<file path="config.mk">
export PLATFORM = sky130hd
export DESIGN_NAME = alu_arbiter
export DESIGN_NICKNAME = d
export VERILOG_FILES = /design/src/rtl/alu_arbiter.sv
export SDC_FILE = /design/constraint.sdc
export NUM_CORES = 1
export LEC_CHECK = 0
export BUFFER_PORTS_ARGS = -buffer_cell sky130_fd_sc_hd__buf_2
export CAP_MARGIN = 40
export CORE_MARGIN = 3
export CORE_UTILIZATION = 41
export DETAILED_ROUTE_END_ITERATION = 7
export GPL_ROUTABILITY_DRIVEN = 0
export PLACE_DENSITY = 0.76
export RECOVER_POWER = 100
export SETUP_SLACK_MARGIN = 0.15
export SYNTH_ARGS = -nofsm -noshare
export SYNTH_HDL_FRONTEND = slang
export SYNTH_SLANG_ARGS = --single-unit
</file>
<file path="constraint.sdc">
create_clock -name i_clk -period 1.4 [get_ports i_clk]
set_input_delay 0 -clock i_clk [delete_from_list [all_inputs] [get_ports i_clk]]
set_output_delay 0 -clock i_clk [all_outputs]
set_load 0.02 [all_outputs]
</file>
<file path="src/rtl/alu_arbiter.sv">
// Round-robin arbiter sharing one single-cycle ALU between the execute stage (id 0)
// and the branch/address unit (id 1). Optional grant counters: define ALU_ARB_PERF_EN.
module alu_arbiter #(
    parameter int WIDTH = 32
) (
    input  logic             i_clk,
    input  logic             i_rst_n,
    input  logic [1:0]       i_req_valid,
    output logic [1:0]       o_req_ready,
    input  logic [2:0]       i_req0_ctrl,
    input  logic [2:0]       i_req1_ctrl,
    input  logic [WIDTH-1:0] i_req0_a,
    input  logic [WIDTH-1:0] i_req0_b,
    input  logic [WIDTH-1:0] i_req1_a,
    input  logic [WIDTH-1:0] i_req1_b,
    output logic [2:0]       o_alu_ctrl,
    output logic [WIDTH-1:0] o_alu_a,
    output logic [WIDTH-1:0] o_alu_b,
    input  logic [WIDTH-1:0] i_alu_result,
    input  logic             i_alu_zero,
    output logic             o_rsp_valid,
    input  logic             i_rsp_ready,
    output logic             o_rsp_id,
    output logic [WIDTH-1:0] o_rsp_result,
    output logic             o_rsp_zero,
`ifdef ALU_ARB_PERF_EN
    output logic [15:0]      o_grant_cnt0,
    output logic [15:0]      o_grant_cnt1,
`endif
    output logic             o_busy
);

    typedef enum logic [1:0] {
        IDLE = 2'd0,
        EXEC = 2'd1,
        RESP = 2'd2
    } state_t;

    state_t state;
    logic   last;
    logic [1:0] grant;
    logic       accept;

    // Grant is offered only in IDLE; on a tie the requester not served last wins.
    always_comb begin
        // NOTE: every combinational output gets a default first so no path can infer a latch.
        grant = 2'b00;
        if (state == IDLE) begin
            case (i_req_valid)
                2'b01:   grant = 2'b01;
                2'b10:   grant = 2'b10;
                2'b11:   grant = last ? 2'b01 : 2'b10;
                default: grant = 2'b00;
            endcase
        end
    end

    assign o_req_ready = grant;
    assign accept      = |grant;

    // NOTE: sequential state uses non-blocking assignments so all registers update together.
    always_ff @(posedge i_clk or negedge i_rst_n) begin
        if (!i_rst_n) begin
            state        <= IDLE;
            last         <= 1'b1;
            o_alu_ctrl   <= 3'b000;
            o_alu_a      <= '0;
            o_alu_b      <= '0;
            o_rsp_valid  <= 1'b0;
            o_rsp_id     <= 1'b0;
            o_rsp_result <= '0;
            o_rsp_zero   <= 1'b0;
            o_busy       <= 1'b0;
        end else begin
            case (state)
                IDLE: begin
                    if (accept) begin
                        o_alu_ctrl <= grant[1] ? i_req1_ctrl : i_req0_ctrl;
                        o_alu_a    <= grant[1] ? i_req1_a    : i_req0_a;
                        o_alu_b    <= grant[1] ? i_req1_b    : i_req0_b;
                        o_rsp_id   <= grant[1];
                        last       <= grant[1];
                        o_busy     <= 1'b1;
                        state      <= EXEC;
                    end
                end
                EXEC: begin
                    o_rsp_result <= i_alu_result;
                    o_rsp_zero   <= i_alu_zero;
                    o_rsp_valid  <= 1'b1;
                    state        <= RESP;
                end
                RESP: begin
                    if (i_rsp_ready) begin
                        o_rsp_valid <= 1'b0;
                        o_busy      <= 1'b0;
                        state       <= IDLE;
                    end
                end
                default: begin
                    o_rsp_valid <= 1'b0;
                    o_busy      <= 1'b0;
                    state       <= IDLE;
                end
            endcase
        end
    end

`ifdef ALU_ARB_PERF_EN
    logic [15:0] grant_cnt0;
    logic [15:0] grant_cnt1;

    always_ff @(posedge i_clk or negedge i_rst_n) begin
        if (!i_rst_n) begin
            grant_cnt0 <= '0;
            grant_cnt1 <= '0;
        end else begin
            if (grant[0] && grant_cnt0 != 16'hFFFF) grant_cnt0 <= grant_cnt0 + 16'd1;
            if (grant[1] && grant_cnt1 != 16'hFFFF) grant_cnt1 <= grant_cnt1 + 16'd1;
        end
    end

    assign o_grant_cnt0 = grant_cnt0;
    assign o_grant_cnt1 = grant_cnt1;
`endif

endmodule

</file>
After elaboration in Yosys (flattened, before gate mapping)
Cells that the tools add are included.
{"block": "word_totals", "wordCells": 38, "output_inout_bits": 105, "register_bits": 106}
{"block": "classes", "muxes": 13, "reduce_logical": 6, "bitwise": 2, "n_eq_ne": 7}
{"op": "$mux 32", "n": 2}
{"op": "$pmux 2 s3", "n": 2}
{"op": "$mux 2", "n": 4}
{"op": "$eq 2x2->1 const B", "n": 3}
{"op": "$pmux 1 s3", "n": 2}
{"op": "$reduce_and 2->1", "n": 3}
{"op": "$eq 2x1->1 const B", "n": 2}
{"op": "$ne 2x2->1 const B", "n": 2}
{"op": "$mux 3", "n": 1}
{"op": "$reduce_and 3->1", "n": 1}
{"op": "$logic_not 2->1", "n": 1}
{"op": "$mux 1", "n": 2}
{"op": "$not 1->1", "n": 2}
{"op": "$reduce_or 2->1", "n": 1}

Depth between registers and ports, before layout
{"block": "depth", "ltp_word": 6, "mapped_depth": 6, "mapped_depth_nobuf": 4}

Least setup slack after synthesis
OpenSTA, ideal clock, no wires.
{"block": "synth_timing", "kind": "register to register", "startpoint": "register state[0]", "endpoint": "register o_alu_b[18]", "slack_ns": -0.074, "arrival_time_ns": 1.348, "required_ns": 1.274, "path_stages_with_launch": 6, "setup_ns": 0.126, "path_cell_list": "dfrtp_1 nor2_4 nand3_2 buf_4 buf_2 a221o_1"}
{"block": "synth_between", "elab_chain_cells": 4}
{"element": "start, declared", "line": "39", "rtl": "state_t state;"}
{"element": "start signal, assigned", "line": "64", "rtl": "state <= IDLE;"}
{"element": "start signal, assigned", "line": "84", "rtl": "state <= EXEC;"}
{"element": "start signal, assigned", "line": "91", "rtl": "state <= RESP;"}
{"element": "$logic_not 2->1 (*)", "line": "48, 75"}
{"element": "$mux 2", "line": "48", "rtl": "if (state == IDLE) begin"}
{"element": "$reduce_or 2->1", "line": "59", "rtl": "assign accept = |grant;"}
{"element": "$reduce_and 2->1 (no source line)"}
{"element": "end signal, assigned", "line": "80", "rtl": "o_alu_b <= grant[1] ? i_req1_b : i_req0_b;"}
{"element": "end, declared", "line": "18", "rtl": "output logic [WIDTH-1:0] o_alu_b,"}
Every way passes the cells marked *; elsewhere a longest branch is shown, timed or not.
A chain may end at the register's enable or synchronous reset.

Worst setup path in the final report
{"block": "layout_timing", "startpoint": "register state[1]", "endpoint": "register o_alu_a[8]"}
{"block": "layout_between", "elab_chain_cells": 4}
{"element": "$logic_not 2->1 (*)", "line": "48, 75"}
{"element": "$mux 2", "line": "48"}
{"element": "$reduce_or 2->1", "line": "59"}
{"element": "$reduce_and 2->1 (no source line)"}
{"element": "end signal, assigned", "line": "79", "rtl": "o_alu_a <= grant[1] ? i_req1_a : i_req0_a;"}
{"element": "end, declared", "line": "17", "rtl": "output logic [WIDTH-1:0] o_alu_a,"}
Marks and branches as above.

==> run summary <==
Slew @ Worst Pin = 0.893 ns
Critical-path cell list = nor2_4 > buf_6 > o21ai_4 > buf_6 > a221o_1
Yosys warnings = 0
Dpl hpwl = 11,800 um
Synthesized flop and latch total = 106
Vias per inst = 5.71
Max frequency = 636 MHz
Int Pwr = 11.2 mW
Sw Ratio = 43.0%
Setup skew after layout = 0.00687 ns
Simple logic cell fraction of the synthesized area = 24.5%
Multiplexer share of the synthesized area = 6.94%
First-pass GRT wire length = 29,400 um
Setup WS post-layout = -0.173 ns
Clock-pin transition on the worst setup and hold timing paths = 0.08 ns
Most used cell, CP = buf_6
Total length of routed wires = 20,200 um
WS Path Type = reg2reg
Routing usage on met2 = 45.4%
# fillers = 1,017
Die width = 120 um
Aggregate global routing overflow = 0
Core Rows = 41
Critical Path Slowest Stage Cell = dfrtp_2
Most frequent cells in the layout = 170 x buf_2, 104 x dfrtp_1, 103 x clkbuf_1
PwrDens = 2370 mW/mm^2
Sw Pwr = 8.43 mW
H-tree Lvls = 3
Vias in the first global route = 5,283
Hold/Removal Path Class = in2reg
Critical Path AT = 1.80 ns
M1 GR Usage = 31.3%
DIE AREA = 0.0145 mm^2
DRT antenna net count = 0
Count of pins over their slew limit = 0
Largest family of logic cells by synthesized area = simple AND/OR/NAND/NOR gates
Post-Synth XOR/XNOR Area = 0%
Io pins = 277
Synth cell types = 26
Crit path buf inv count = 2
Final net count = 912
Die Y = 120 um
Gate count of the mapped netlist = 415
Setup TNS = -12.03 ns
Register area = 0.00266 mm^2
Max Cap Violations = 0
Synthesis-to-layout area growth = 54.3%
Seq/Total Area, Yosys = 49.6%
Initial drt markers = 381
CP peak stage delay = 0.44 ns
Period utilization = 112%
Commonest non-fill, non-tap cell in the layout = buf_2
RSZ-0062 raised after global routing = true
Syn_nets = 587
Final core occ = 65.2%
Gr usage total = 26.4%
Area of the mapped netlist = 0.00535 mm^2
Slew margin rel. = 40.4%
Critical Path Fanout Max = 17
Comb pwr share = 58.0%
Maximum clock path buffer count = 2
Root Buffer = clkbuf_16
GR peak layer = met2
Pin count of the biggest net entering global routing = 50
Multi-input gate area = 0.00256 mm^2
Wire per inst = 21.9 um
Initial antenna violation count = 6
DRC Markers = 0
Synthesized-area fraction occupied by adder cells = 0%
IO buf count = 276
Final setup viols = 102
Failing checks = negative setup slack
Crit path max-delay family = compound AO/OA/AOI/OAI gates
Met3 usage = 5.66%
CP endpoint kind = register
CTS sink cnt = 106
Final Hold Vio Count = 0
Post-route minimum period = 1.57 ns
Clock Latency Late Sink = 0.35 ns
CTS tree = built
Synth Area in Compound Gates = 13.4%
Leakage = 3.73 nW
Layout cells sized above 1 = 42.4%
WP data required = 1.63 ns
Startpoint type of the worst setup path = register
Status = complete, but fails checks
CORE AREA = 0.0127 mm^2
Sequential Power Share = 29.4%
Initial Util = 42.2%
Clock share of power = 12.6%
Via Count = 5,266
Total CTS buffers = 9
Maximum vdd drop = 0.00105 V
First-pass DRT Iterations = 5
Post-Syn Area per Cell = 12.9 um^2
metrics by stage:
stage          setup slack [ns]  total power [mW]  cell area [um^2]  std cells  hold WS, ns
2_1_floorplan           -0.0186              12.4              5560        415       -0.296
3_3_place_gp            -0.0189              15.3              7160        836      -0.0149
3_5_place_dp            -0.0435              15.6              7160        836      -0.0113
4_1_cts                  -0.119              19.3              8240        910     0.000917
5_1_grt                  -0.235              20.5              8260        922       0.0126
6_report                 -0.173              19.6              8260        922       0.0144
final timing paths:
path	from	cells past startpoint	to	slack, ns
max	state[1]	5	o_alu_a[8]	-0.17
min	i_req1_a[5]	3	o_alu_a[5]	0.01
max reg2reg	state[1]	5	o_alu_a[8]	-0.17
min reg2reg	o_busy	2	o_busy	0.50
max in group asynchronous	i_rst_n	3	o_alu_ctrl[1]	0.21
min in group asynchronous	i_rst_n	2	o_alu_a[5]	0.29
flip-flops by register name, summed over array words and instances, names as in the netlist:
name and count:
state 2, o_alu_ctrl 3, o_rsp_result 32, last 1
o_alu_a 32, o_busy 1, o_rsp_id 1, o_rsp_valid 1
o_rsp_zero 1, o_alu_b 32
worst reg2reg max path, cell delays in order, from the launching register on:
cell and delay (ns):
dfrtp_2 0.44, nor2_4 0.19, buf_6 0.13, o21ai_4 0.11
buf_6 0.19, a221o_1 0.39
cell families after synthesis:
group	Yosys count
simple gates	145
flops	106
compound gates	73
buf+inv	58
mux	33
final cells by class:
class / instances / share of cell area (%)
Multi-Input combinational cell: 251 / 31.0
Clock inverter: 6 / 0.576
Inverter: 3 / 0.288
Tap cell: 172 / 2.61
Clock buffer: 10 / 2.89
Timing Repair Buffer: 369 / 30.4
Sequential cell: 106 / 32.1
Antenna cell: 5 / 0.151
cells in the mapped netlist:
cell type  instances  share of area (%)
a21o_1             3               0.42
inv_1              3               0.21
and4_1            67                 11
a221o_1           67                 13
nand2_2            1               0.12
nand2_1            2               0.14
buf_2             13                1.2
nand3_2            1               0.19
o21ai_2            1               0.16
nor2_4             2               0.42
mux2_2            33                6.9
nand3_1            1              0.093
buf_4              5               0.70
o21ai_0            1              0.093
nor2_1             1              0.070
o21a_1             1               0.14
buf_6              5                1.1
clkbuf_1          30                2.1
dfrtp_1          105                 49
nor3b_1           37                5.2
clkbuf_4           2               0.28
dfstp_2            1               0.49
nor3b_2           30                7.0
nand2b_1           1               0.12
nor2b_1            1               0.12
or2_1              1               0.12
power by group through the flow:
stage	clock (mW)	sequential, mW	combinational (mW)
6_report	2.48	5.76	11.4
5_1_grt	2.66	5.91	12.0
4_1_cts	2.51	5.62	11.1
3_5_place_dp	0	5.62	9.96
3_3_place_gp	0	5.60	9.74
2_1_floorplan	0	7.44	4.92
metal layers:
layer / wire length [um] / vias to the layer above
li1: - / 2312
met1: 7670 / 2581
met2: 10300 / 304
met3: 1480 / 67
met4: 820 / 2
met5: 7 / -
timing repair:
action / 4_1_cts / 5_1_grt
endpoints found under the setup margin: 104 / 105
pin swaps: 3 / 14
setup buffers: 8 / 4
cloned: 9 / 3
resized for setup: 22 / 19
hold buffers: 41 / 0
hold endpoints to repair: 104 / 0
Note: power is estimated with default switching activity, not from simulation.
